==> config.mk <==
export PLATFORM = sky130hd
export DESIGN_NAME = prpg_lfsr_gen
export DESIGN_NICKNAME = d
export VERILOG_FILES = /design/src/rtl/prpg_lfsr_gen.sv
export SDC_FILE = /design/constraint.sdc
export NUM_CORES = 1
export LEC_CHECK = 0
export CELL_PAD_IN_SITES_DETAIL_PLACEMENT = 0
export CELL_PAD_IN_SITES_GLOBAL_PLACEMENT = 1
export CORE_ASPECT_RATIO = 0.8
export CORE_UTILIZATION = 51
export DETAILED_ROUTE_END_ITERATION = 16
export DONT_BUFFER_PORTS = 1
export PLACE_DENSITY = 0.86
export RECOVER_POWER = 25
export SLEW_MARGIN = 20
export SYNTH_ARGS = -nofsm -noshare
export SYNTH_HDL_FRONTEND = slang
export SYNTH_SLANG_ARGS = --single-unit
==> constraint.sdc <==
create_clock -name clk -period 4.5 [get_ports clk]
set_input_delay 0.9 -clock clk [delete_from_list [all_inputs] [get_ports clk]]
set_output_delay 0.9 -clock clk [all_outputs]
set_load 0.05 [all_outputs]
==> src/rtl/prpg_lfsr_gen.sv <==
// Fibonacci LFSR pattern generator / MISR signature compactor with
// programmable taps, run-time seed load, lock-up recovery and period measurement.
module prpg_lfsr_gen #(
  parameter int               WIDTH = 8,
  parameter logic [WIDTH-1:0] POLY  = 8'hB8,
  parameter logic [WIDTH-1:0] SEED  = 8'h01
) (
  input  logic             clk,
  input  logic             rst,
  input  logic             en,
  input  logic             load,
  input  logic             mode,
  input  logic [WIDTH-1:0] seed_in,
  input  logic [WIDTH-1:0] din,
  output logic [WIDTH-1:0] out,
  output logic             valid,
  output logic             wrap,
  output logic             lockup,
  output logic [WIDTH-1:0] period
);

  localparam logic [WIDTH-1:0] ZERO_W = {WIDTH{1'b0}};
  localparam logic [WIDTH-1:0] ONES_W = {WIDTH{1'b1}};
  localparam logic [WIDTH-1:0] ONE_W  = {{(WIDTH-1){1'b0}}, 1'b1};

  logic [WIDTH-1:0] start_r;
  logic [WIDTH-1:0] cnt_r;
  logic             fb_s;
  logic [WIDTH-1:0] nxt_s;
  logic [WIDTH-1:0] cnt_inc_s;

  function automatic logic parity_f(input logic [WIDTH-1:0] v);
    return ^v;
  endfunction

  // Next-state feedback and saturating step counter increment
  always_comb begin
    fb_s  = parity_f(out & POLY);
    nxt_s = {out[WIDTH-2:0], fb_s};
    if (mode) begin
      nxt_s = nxt_s ^ din;
    end else begin
      nxt_s = nxt_s;
    end
    if (cnt_r == ONES_W) begin
      cnt_inc_s = cnt_r;
    end else begin
      cnt_inc_s = cnt_r + ONE_W;
    end
  end

  // State register: load has priority over step, otherwise hold
  always_ff @(posedge clk or negedge rst) begin
    if (!rst) begin
      out     <= SEED;
      start_r <= SEED;
      cnt_r   <= ZERO_W;
      period  <= ZERO_W;
      valid   <= 1'b0;
      wrap    <= 1'b0;
      lockup  <= 1'b0;
    end else if (load) begin
      out     <= seed_in;
      start_r <= seed_in;
      cnt_r   <= ZERO_W;
      valid   <= 1'b0;
      wrap    <= 1'b0;
      lockup  <= 1'b0;
    end else if (en) begin
      valid <= 1'b1;
      if (mode) begin
        // Compression: zero state is legal, no wrap tracking
        out    <= nxt_s;
        cnt_r  <= cnt_inc_s;
        wrap   <= 1'b0;
        lockup <= 1'b0;
      end else if (out == ZERO_W) begin
        out     <= SEED;
        start_r <= SEED;
        cnt_r   <= ZERO_W;
        wrap    <= 1'b0;
        lockup  <= 1'b1;
      end else begin
        out    <= nxt_s;
        lockup <= 1'b0;
        if (nxt_s == start_r) begin
          wrap   <= 1'b1;
          period <= cnt_inc_s;
          cnt_r  <= ZERO_W;
        end else begin
          wrap  <= 1'b0;
          cnt_r <= cnt_inc_s;
        end
      end
    end else begin
      valid  <= 1'b0;
      wrap   <= 1'b0;
      lockup <= 1'b0;
    end
  end

endmodule

==> flow_summary.yaml, run 1 <==
status:
  outcome: "finished with violations"
  violations: "DRC"
synth:
  synthesis.nets: 220
  yosysSeqAreaShare_pct: 44.7
  synth_area_leaders: "dfrtp_1, nand2_1, mux2_4, xnor3_1, o21ai_0"
  synth_edf_count: 0
  synthArstFlopShare_pct: 100
  syn_area_um2: 1970
  yosysTopAreaCell: "dfrtp_1"
  yosysMostFrequentCell: "nand2_1"
  synth.top_cells.by_count: "nand2_1, dfrtp_1, o21ai_0"
  yosys_warnings: 0
  ys.flop_type: "dfrtp_1"
  avgSynthCellArea_um2: 9.98
  syn-instance-count: 197
  yosysTopAreaCellShare_pct: 42.0
  synth.distinct_cells: 42
  ys_seq_elements: 35
critical_path:
  path_buf_inv: 1
  path_cells: "inv_1 -> ha_1 -> xor2_2 -> xnor3_2 -> xnor2_2 -> nor3_1 -> and3_1 -> mux2_4"
  critPathMaxFanout: 9
  critical_path.endpoint_type: "flip-flop"
  slowest_stage: "dfrtp_1"
  critPathKind: "flip-flop to flip-flop"
  worstPathArrival_ns: 3.18
  critical-path-max-stage-delay_ns: 0.68
  required_ns: 4.67
  cp.depth: 8
  rr_worst_depth: 8
  crit_family: "simple AND/OR/NAND/NOR gates"
  startpoint_type: "flip-flop"
floorplan:
  boundaryPins: 40
  die_h_um: 57.5
  die_area_um2: 4110
  fp.coreArea_um2: 3570
  core.rowCount: 19
  start_util_pct: 55.1
  die_x_um: 71.4
sta:
  fin_ws_ns: 1.49
  slew_headroom_pct: 45.8
  finalSetupTns_ns: 0
  fin_crit_sh_pct: 66.8
  post-route-min-period_ns: 3.01
  whs_ns: 0.302
  tightest_slew_ns: 0.809
  hold_viol: 0
  fin_worst_skew_ns: 0.00828
  rsz0062_at_grt: "no"
  setup_violations: 0
  report.final.slew_viol_count: 0
  clock.fmax_mhz: 333
worst_hold_path:
  hold_class: "input port to asynchronous set/reset pin"
routing:
  wl_met2_mm: 1.67
  viasPerCell: 5.80
  highest_layer: "met4"
  route.detailed.drc: 2
  antenna_left: 0
  wl_met1_mm: 1.90
  drt_iter0_drc: 69
  vias: 1386
  wl_per_cell_um: 16.5
  dr.pass1.iters: 10
  wl_met3_um: 358
  routed_wl_mm: 3.95
power_and_ir_drop:
  p_sw_uw: 227
  p_leak_nw: 1.02
  swShare_pct: 29.0
  power_density_nw_per_um2: 379
  p_seq_share_pct: 50.9
  ir_worst_vdd_v: 0.000210
  clock_power_share_pct: 35.5
  internal_power_uw: 557
  combPwrFrac_pct: 13.6
finish:
  nNetsFinal: 219
  n_fill_cell: 314
  antenna_cells: 0
  area_growth_pct: 5.35
  final_layout_size_suffix_gt1_share_pct: 13.7
  fin_area_um2: 2070
clock_network:
  clk_path_buf_depth: 2
  cts-resized-gates: 0
  cts_tree: "yes"
  htreeDepth: 2
  root_buffer: "clkbuf_8"
  post_cts_buffers: 0
  clk_pin_slew_worst_paths_ns: 0.08
  worstSkewPairLatency_ns: 0.28
  clock_sinks: 35
  cts_buffers: 5
  ctsHoldBuffers: 0
global_route:
  grt_overflow: 0
  antenna_found_initial: 0
  track_usage_pct: 21.7
  grt_pass1_vias: 1353
  grt_max_degree: 36
  grt_pass1_wl_mm: 6.69
place:
  dp_hpwl_mm: 2.86
  placed_area_um2: 1960
  port_buffers: 0
  pre_cts_ws_ns: 1.52
  gp_congestion: 0.821
run:
  maxCapViolCount: 0
## worst paths after layout
| path | from | slack [ns] | end |
|---|---|---|---|
| max | out[4]$_DFFE_PN0P_ | 1.49 | period[3]$_DFFE_PN0P_ |
| min | rst | 0.30 | out[6]$_DFFE_PN0P_ |
| max reg2reg | out[4]$_DFFE_PN0P_ | 1.49 | period[3]$_DFFE_PN0P_ |
| min reg2reg | start_r[4]$_DFFE_PN0P_ | 0.49 | start_r[4]$_DFFE_PN0P_ |
| max in group asynchronous | rst | 4.01 | start_r[0]$_DFFE_PN1P_ |
| min in group clk | start_r[4]$_DFFE_PN0P_ | 0.49 | start_r[4]$_DFFE_PN0P_ |
## power by group through the flow
stage	Clock (mW)	Sequential, mW	Combinational (mW)
2_1_floorplan	0	0.396	0.102
3_3_place_gp	0	0.404	0.102
3_5_place_dp	0	0.405	0.106
4_1_cts	0.287	0.398	0.107
5_1_grt	0.302	0.402	0.119
6_report	0.279	0.399	0.107
## worst reg2reg max path: stages, from the launching register on
cell,delay (ns)
dfrtp_1,0.68
inv_1,0.15
ha_1,0.35
xor2_2,0.14
xnor3_2,0.30
xnor2_2,0.16
nor3_1,0.23
and3_1,0.54
mux2_4,0.35
## metrics by stage
step | power, mW | utilization, % | std cells
2_1_floorplan | 0.498 | - | 197
3_3_place_gp | 0.506 | 54.9 | 231
3_5_place_dp | 0.511 | 54.9 | 231
4_1_cts | 0.792 | 58.1 | 239
5_1_grt | 0.824 | 58.1 | 239
6_report | 0.784 | 58.1 | 239
## kinds of logic (layout without fill, tap and decap cells)
group,Yosys count,after routing,share of synthesized area [%]
compound gates,34,34,11.3
simple gates,82,82,19.7
fa+ha+maj,2,2,1.27
flops,35,35,44.7
xor+xnor,18,18,11.6
mux,9,9,6.62
buf+inv,17,17,4.77
## routing by layer
layer | track usage [%] | vias up
li1 | - | 673
met1 | 31.7 | 658
met2 | 30.7 | 53
met3 | 7.42 | 2
met4 | 5.14 | 0
met5 | 0 | -
## final cells by class
cell class              instances  area (µm²)  share of cell area, %
clock buffers                   5        68.8                   3.32
clock inverters                 3        43.8                   2.11
inverters                       9        33.8                   1.63
multi-input cells             145         993                   48.0
flip-flops and latches         35         878                   42.4
well taps                      42        52.6                   2.54
## registers in the layout (all words and copies together) (netlist names)
signal and flops:
cnt_r 8, out 8, period 8, start_r 8, lockup 1, valid 1, wrap 1
## cells in the final DEF (no fill, tap or decap), types with 4 or more instances in the layout
cell type   n
inv_1       8
and2_1      4
nand4_1     6
nand2_1    46
clkbuf_8    5
a31oi_1     5
dfrtp_1    33
nor2_1      7
o21ai_0    13
xor2_1      6
nor3_1      4
mux2_4      8
xnor2_1     6
No activity file was read; power rests on OpenSTA's default activity.
==> run 2, diff against run 1 <==
--- a/config.mk
+++ b/config.mk
@@ -8,10 +8,10 @@
 export CELL_PAD_IN_SITES_DETAIL_PLACEMENT = 0
 export CELL_PAD_IN_SITES_GLOBAL_PLACEMENT = 1
 export CORE_ASPECT_RATIO = 0.8
-export CORE_UTILIZATION = 51
+export CORE_UTILIZATION = 43
 export DETAILED_ROUTE_END_ITERATION = 16
 export DONT_BUFFER_PORTS = 1
-export PLACE_DENSITY = 0.86
+export PLACE_DENSITY = 0.77
 export RECOVER_POWER = 25
 export SLEW_MARGIN = 20
 export SYNTH_ARGS = -nofsm -noshare
==> constraint.sdc (replaced) <==
create_clock -name clk -period 2.59 [get_ports clk]
set_input_delay 0.518 -clock clk [delete_from_list [all_inputs] [get_ports clk]]
set_output_delay 0.518 -clock clk [all_outputs]
set_load 0.05 [all_outputs]
==> run 2 against run 1 <==
The run ends with capacitance limit, slew limit left. Die area grew 18%. Global-route usage is 1.8 points lower. Cell area increased by 3.9%. Total power is 65% higher. Critical path depth shrank 2. Worst setup slack lost 1.4 ns. Critical endpoint is now period[5]$_DFFE_PN0P_.
==> flow_summary.yaml, run 2 (same netlist as run 1, synthesis figures left out) <==
global_route:
  grt_overflow: 0
  grt_max_degree: 34
  use_met2_pct: 30.6
  grt-busiest-layer: "met2"
  grt_pass1_wl_mm: 7.33
  track_usage_pct: 19.8
  groute.layer.met3.usage_pct: 5.40
  grt_pass1_vias: 1452
  antenna_found_initial: 0
  grt_util_met1_pct: 26.7
sta:
  hold_viol: 0
  clock.fmax_mhz: 407
  slew_headroom_pct: -21.6
  rsz0062_at_grt: "no"
  post-route-min-period_ns: 2.46
  fin_worst_skew_ns: 0.00642
  report.final.slew_viol_count: 34
  setup_violations: 0
  fin_crit_sh_pct: 94.9
  tightest_slew_ns: 1.82
  finalSetupTns_ns: 0
finish:
  nNetsFinal: 229
  final_cell_mix: "nand2_1, dfrtp_1, o21ai_0"
  multi_input_area_um2: 1000
  antenna_cells: 0
  final_layout_size_suffix_gt1_share_pct: 16.9
  register_area_um2: 880
  area_growth_pct: 9.48
  n_fill_cell: 402
  layout_commonest_cell: "nand2_1"
clock_network:
  htreeDepth: 2
  root_buffer: "clkbuf_8"
  clk_path_buf_depth: 2
  cts_tree: "yes"
  clk_pin_slew_worst_paths_ns: 0.07
  worstSkewPairLatency_ns: 0.29
  cts_buffers: 5
  clock_sinks: 35
routing:
  routed_wl_mm: 4.32
  viasPerCell: 5.39
  drt_iter0_drc: 104
  vias: 1423
  route.detailed.drc: 0
  dr.pass1.iters: 4
  antenna_left: 0
  wl_per_cell_um: 16.4
run:
  maxCapViolCount: 1
power_and_ir_drop:
  power_density_nw_per_um2: 602
  p_leak_nw: 1.06
  p_total_mw: 1.30
  ir_worst_vdd_v: 0.000280
critical_path:
  critical_path.endpoint_type: "flip-flop"
  r2r_start: "out[7]$_DFFE_PN0P_"
  critPathKind: "flip-flop to flip-flop"
  required_ns: 2.76
  critPathMaxFanout: 9
  worstSetupStartpoint: "out[7]$_DFFE_PN0P_"
  worstPathArrival_ns: 2.63
  startpoint_type: "flip-flop"
place:
  dp_hpwl_mm: 3.12
  port_buffers: 0
  gp_congestion: 0.779
worst_hold_path:
  hold_class: "input port to asynchronous set/reset pin"
status:
  violations: "capacitance limit, slew limit"
  outcome: "finished with violations"
floorplan:
  die_area_um2: 4850
  boundaryPins: 40
  start_util_pct: 45.9
  die_x_um: 77.6
  core.rowCount: 21
  die_h_um: 62.5
  fp.coreArea_um2: 4280
-- run 2: per-stage QoR --
step / hold WS [ns] / cell area [µm²] / setup WS [ns] / cells / utilization [%]
2_1_floorplan: 0.222 / 1970 / 0.0389 / 197 / -
3_3_place_gp: 0.223 / 2060 / 0.0866 / 255 / 48.1
3_5_place_dp: 0.223 / 2060 / 0.0204 / 255 / 48.1
4_1_cts: 0.0533 / 2170 / 0.147 / 264 / 50.6
5_1_grt: 0.0466 / 2150 / 0.0166 / 264 / 50.2
6_report: 0.0658 / 2150 / 0.132 / 264 / 50.2
-- run 2: cell type report --
cell class                 count  area share [%]
multi-input combinational    145            46.6
inverter                       9            1.57
sequential                    35            40.9
clock inverter                 1           0.233
tap                           57            3.31
timing repair buffer          10            3.90
clock buffer                   7            3.55
-- run 2: routing by layer --
metal | part of all wire (%) | up-vias
met3 | 5.0 | 7
met2 | 46 | 40
met5 | 0 | -
met4 | 1.1 | 0
li1 | - | 694
met1 | 48 | 682
-- run 2: where the power goes --
part | total (mW) | switching (mW) | internal [mW]
logic | 0.284 | 0.164 | 0.120
registers | 0.637 | 0.0547 | 0.582
clock network | 0.376 | 0.187 | 0.188
-- run 2: path summary, 6_finish.rpt --
check / endpoint / slack (ns) / cells past startpoint
worst max-delay path: period[5]$_DFFE_PN0P_ / 0.13 / 6
worst min-delay path: out[0]$_DFFE_PN1P_ / 0.07 / 0
worst max register to register: period[5]$_DFFE_PN0P_ / 0.13 / 6
worst min register to register: start_r[4]$_DFFE_PN0P_ / 0.50 / 2
max in group asynchronous: out[4]$_DFFE_PN0P_ / 0.69 / 1
min in group clk: out[0]$_DFFE_PN1P_ / 0.32 / 1
-- run 2: worst max-delay path: stages (launching register included) --
cell,delay (ns)
dfrtp_1,0.67
xnor3_2,0.56
xnor2_2,0.18
nor3_1,0.23
and3_1,0.25
buf_12,0.15
mux2_4,0.30
-- run 2: what timing repair did --
item,4_1_cts,5_1_grt
endpoints found under the hold margin,33,0
gates resized for setup,1,0
endpoints found under the setup margin,1,0
setup buffers,0,0
hold buffers,1,0
==> RTL change 1, RTL diff (config.mk and constraints of run 2) <==
Set the parameter `WIDTH` to 10 (it was 8).
--- a/src/rtl/prpg_lfsr_gen.sv
+++ b/src/rtl/prpg_lfsr_gen.sv
@@ -3,3 +3,3 @@
 module prpg_lfsr_gen #(
-  parameter int               WIDTH = 8,
+  parameter int               WIDTH = 10,
   parameter logic [WIDTH-1:0] POLY  = 8'hB8,
Interface: changed (resized din, out, period and seed_in); port bits go from 40 to 48. The function was not compared with the original's and may differ.
==> RTL change 1 against run 2 <==
The flow still finishes with violations (max-capacitance violations, max-slew violations). Clock skew about the same. Sequential cell count grew 8. Count of clock-buffer cells in the layout grew 1. Cell area increased by 30%. Critical path depth rose by 3. Wire length increased by 34%. Area after synthesis increased by 28%. Synthesized cell count up 26%. Worst hold slack got worse by 0.0019 ns. Fmax increased by 0.46%. Die area grew 28%. Setup slack gained 0.011 ns. Sequential power is 20% higher. Power rose by 22%.
==> RTL change 1: results (changes against run 2) <==
* Critical Path AT at 2.62 ns (about the same)
* Cell leakage power at 1.40 nW (+32%)
* Vias at 1867 (+31%)
* Ys async rst share at 100% (unchanged)
* Sequential area share after synthesis at 42.7% (-2.0 points)
* Final net count at 286 (+25%)
* Max-cap viol count at 1 (unchanged)
* Overall Global Routing Usage at 20.3% (+0.44 points)
* Kind of cell adding the most delay to the critical path: compound AO/OA/AOI/OAI gates
* Hpwl dp at 4150 µm (+33%)
* Worst Setup Slack post-DPL at 0.0300 ns (+0.00965 ns)
* Crit path max-delay cell type: dfrtp_2
* Max Slew Vio Count at 42 (+24%)
* # Post-CTS Setup Buffers at 0 (unchanged)
* Commonest cells post-synth: 41 x dfrtp_1, 40 x nand2_1, 13 x nor2_1, 10 x xnor2_1, 9 x inv_1
* Clk sinks at 43 (+23%)
* Most common cell in the netlist: dfrtp_1
* Violated checks: max-capacitance violations, max-slew violations
* Post-route clock skew at 0.00685 ns (+0.000431 ns)
* Synthesized Nets at 276 (+25%)
* Synth cell types at 53 (+26%)
* Crit Path Max Fanout at 10 (+1)
* Global-route wire length before repair at 9650 µm (+32%)
* FF-to-FF path depth at 9 (+3)
* Status: finished, violations left
* Number of placed cells counting well taps at 329 (+29%)
* Routability cong. at 0.801 (+2.8%)
* Initial DRC count at 92 (-12%)
* Synth top area cells: dfrtp_1 41%, nand2_1 5.9%, mux2_4 4.8%, xnor2_1 3.5%, xnor3_1 2.7%
* Max incr delay on CP at 0.39 ns (-0.28 ns)
* Syn Area/Cell at 10.1 µm² (+1.6%)
* Post-route insts no fill at 338 (+28%)
* Fillers at 529 (+32%)
* Max VDD drop at 0.000262 V (-6.7%)
* Cell Area, Placed at 2670 µm² (+30%)
* First-pass DRT Iterations at 4 (unchanged)
* Worst-margin pin slew at 1.83 ns (+0.00740 ns)
* WL/cell at 17.1 µm (+4.4%)
* Worst setup SP type: register
* Tcrit/Tclk final at 94.5% (-0.44 points)
* Largest net degree at the start of global routing at 42 (+24%)
* Vias in the first global route at 1844 (+27%)
* Crit path to: cnt_r[1]
RTL change 1: cell count changes in the layout (fill, tap and decap cells not counted), sizes merged, moves of 5 or more:
cell	delta
a211oi	+8
dfrtp	+8
o21ai	-8
nand2	-7
nor2	+6
a21boi	+5
a21o	+5
a22o	+5
buf	+5
or2	+5
RTL change 1: cell type report:
class | count | area [µm²] | area share, %
Clock buffer | 8 | 100 | 3.59
Multi-Input combinational cell | 185 | 1360 | 48.7
Inverter | 9 | 33.8 | 1.21
Sequential cell | 43 | 1080 | 38.8
Timing Repair Buffer | 15 | 118 | 4.22
Tap cell | 78 | 97.6 | 3.50
RTL change 1: logic make-up after synthesis:
logic type	after synthesis	share of synthesized area, %
simple gates	99	21.0
compound gates	54	16.8
flops	43	42.7
buf+inv	21	3.82
xor+xnor	18	8.18
mux	12	6.44
fa+ha+maj	2	0.991
RTL change 1: power by group:
part	internal (mW)	switching (mW)
clock network	0.244	0.219
registers	0.711	0.0548
logic	0.152	0.200
total	1.11	0.474
RTL change 1: repair_timing:
action                                 CTS  global route
endpoints found under the hold margin   41             0
setup endpoints to repair                0            10
hold buffers                             1             0
gates resized for setup                  0             1
RTL change 1: worst min-delay path by stage:
stage	startpoint	end	slack [ns]	cells past startpoint
CTS	rst	out[0]	0.06	0
floorplan	rst	cnt_r[0]	0.22	0
global placement	rst	start_r[3]	0.22	0
finish	rst	out[0]	0.06	0
global route	rst	out[0]	0.05	0
detailed placement	rst	start_r[3]	0.22	0
RTL change 1: layer usage:
metal	wire length (µm)	GRT usage, %	vias to the layer above
met2	2390	28.8	47
met4	25	3.46	0
li1	-	-	910
met3	409	5.02	2
met5	0	0	-
met1	2950	31.4	908
==> RTL change 2, RTL diff (flow settings as in run 2) <==
Made on the original files. Reset style: synchronous (`rst`), changed in one clocked block.
--- a/src/rtl/prpg_lfsr_gen.sv
+++ b/src/rtl/prpg_lfsr_gen.sv
@@ -52,3 +52,3 @@
   // State register: load has priority over step, otherwise hold
-  always_ff @(posedge clk or negedge rst) begin
+  always_ff @(posedge clk) begin
     if (!rst) begin
Formal check against the unedited RTL: differs if rst is asserted again (counterexample within 4 cycles, from zero or initial values and one cycle with rst low); with rst held inactive, the same outputs for 4 cycles.
==> RTL change 2 against run 2 <==
Clock skew is 0.00061 ns lower. Wire length is 5.0% higher. Sequential cell count stayed put. Via count is 9.6% higher. Area after synthesis is 6.2% lower. Global-route usage is 2.2 points higher. Setup slack better by 0.20 ns. Power is 2.8% lower. Worst hold slack better by 0.25 ns. Cell area is 6.3% lower. Critical path type unchanged. Largest power group unchanged. Highest routed layer unchanged.
==> RTL change 2: results (changes against run 2) <==
* Status: finished clean
* Initial DRC count at 91 (-13%)
* Internal power at 0.919 mW (+3.2%)
* DR WL met3 at 426 µm (+96%)
* Xor/xnor share of the synthesized area at 9.57% (-2.1 points)
* Synthesis-to-layout area growth at 9.44% (about the same)
* Sequential cell area share at 34.7% (-6.1 points)
* Total die area at 4550 µm² (-6.1%)
* Overall Global Routing Usage at 22.0% (+2.2 points)
* Synth top area cells: dfxtp_1 38%, nor2_1 4.5%, xnor2_1 4.3%, nand3_1 3.8%, a222oi_1 3.3%
* Crit Path Max Fanout at 17 (+8)
* Buffers, non-clock at 8 (-2)
* Post-route clock skew at 0.00581 ns (-0.000610 ns)
* Compound-Gate Fraction of Synth Area at 21.4% (+10 points)
* Met3 Resource Use GR at 8.14% (+2.7 points)
* WL/cell at 17.0 µm (+3.8%)
* Critical Path AT at 2.44 ns (-0.19 ns)
* Worst Setup Slack post-DPL at 0.351 ns (+0.331 ns)
* Largest net degree at the start of global routing at 23 (-32%)
* Post-route insts no fill at 267 (+1.1%)
* Vias at 1560 (+9.6%)
* Global-route wire length before repair at 7270 µm (-0.75%)
* Clock buffers at 5 (-2)
* Adder-cell share of the synthesized area at 1.36% (+0.085 points)
* # Post-CTS Setup Buffers at 0 (unchanged)
* Non-clk invs at 5 (-4)
* Non-clock buffering overhead in the final layout at 2.05% (-1.8 points)
* Synthesized Nets at 231 (+5.0%)
* Cell leakage power at 0.763 nW (-28%)
* Initial antenna violation count at 0 (unchanged)
* Hpwl dp at 3210 µm (+2.9%)
* Vias in the first global route at 1421 (-2.1%)
* Routability cong. at 0.855 (+9.7%)
* Commonest cells post-synth: 35 x dfxtp_1, 22 x nor2_1, 15 x nand2_1, 14 x nand3_1
* Mapped Cells at 208 (+5.6%)
* Cell Area, Placed at 1920 µm² (-6.6%)
* Max incr delay on CP at 0.42 ns (-0.25 ns)
* Clk tree area frac at 5.58% (+1.8 points)
* Grt peak-use layer: met1
* Global Route met2 Usage at 30.6% (about the same)
* Fraction of area in multi-input gates at 53.3% (+6.7 points)
* HP Class: input pin to register
* Synth cell types at 52 (+24%)
* Sequential area share after synthesis at 38.0% (-6.7 points)
* Most common cell in the netlist: dfxtp_1
* Wl on met1 at 2190 µm (+5.0%)
* Met2 Routed Length at 1880 µm (-4.6%)
* Ys async rst share at 0% (-100 points)
* Fraction of layout cells with a size suffix above 1 at 10.4% (-6.5 points)
* Multi-input gates at 156 (+7.6%)
* Crit path max-delay cell type: o311a_1
* Kind of cell adding the most delay to the critical path: compound AO/OA/AOI/OAI gates
* Number of placed cells counting well taps at 259 (+1.6%)
* Mux share of post-synthesis cell area at 1.15% (-5.5 points)
* Max VDD drop at 0.000360 V (+29%)
* Worst-margin pin slew at 0.821 ns (-1.00 ns)
* GRT met1 Usage at 31.8% (+5.0 points)
RTL change 2: changes by cell type in the layout (fill, tap and decap cells not counted), moves of 8 or more:
cell | run 2 | this run
mux2_4 | 8 | 0
o21ai_0 | 13 | 2
dfrtp_1 | 32 | 0
nand2_1 | 46 | 15
nor2_1 | 7 | 22
dfxtp_1 | 0 | 35
nand3_1 | 1 | 14
RTL change 2: power by group through the flow:
stage | clock network, mW | registers [mW] | logic, mW
after floorplan | 0 | 0.619 | 0.134
final | 0.494 | 0.575 | 0.192
after detailed placement | 0 | 0.586 | 0.195
after CTS | 0.508 | 0.574 | 0.196
after global routing | 0.535 | 0.577 | 0.207
after global placement | 0 | 0.586 | 0.192
RTL change 2: final timing paths:
kind | from | cells after the start | to | slack (ns)
worst max-delay path | out[5] | 7 | period[5] | 0.33
worst min-delay path | rst | 1 | start_r[0] | 0.32
worst max register to register | out[5] | 7 | period[5] | 0.33
worst min register to register | start_r[3] | 2 | start_r[3] | 0.49
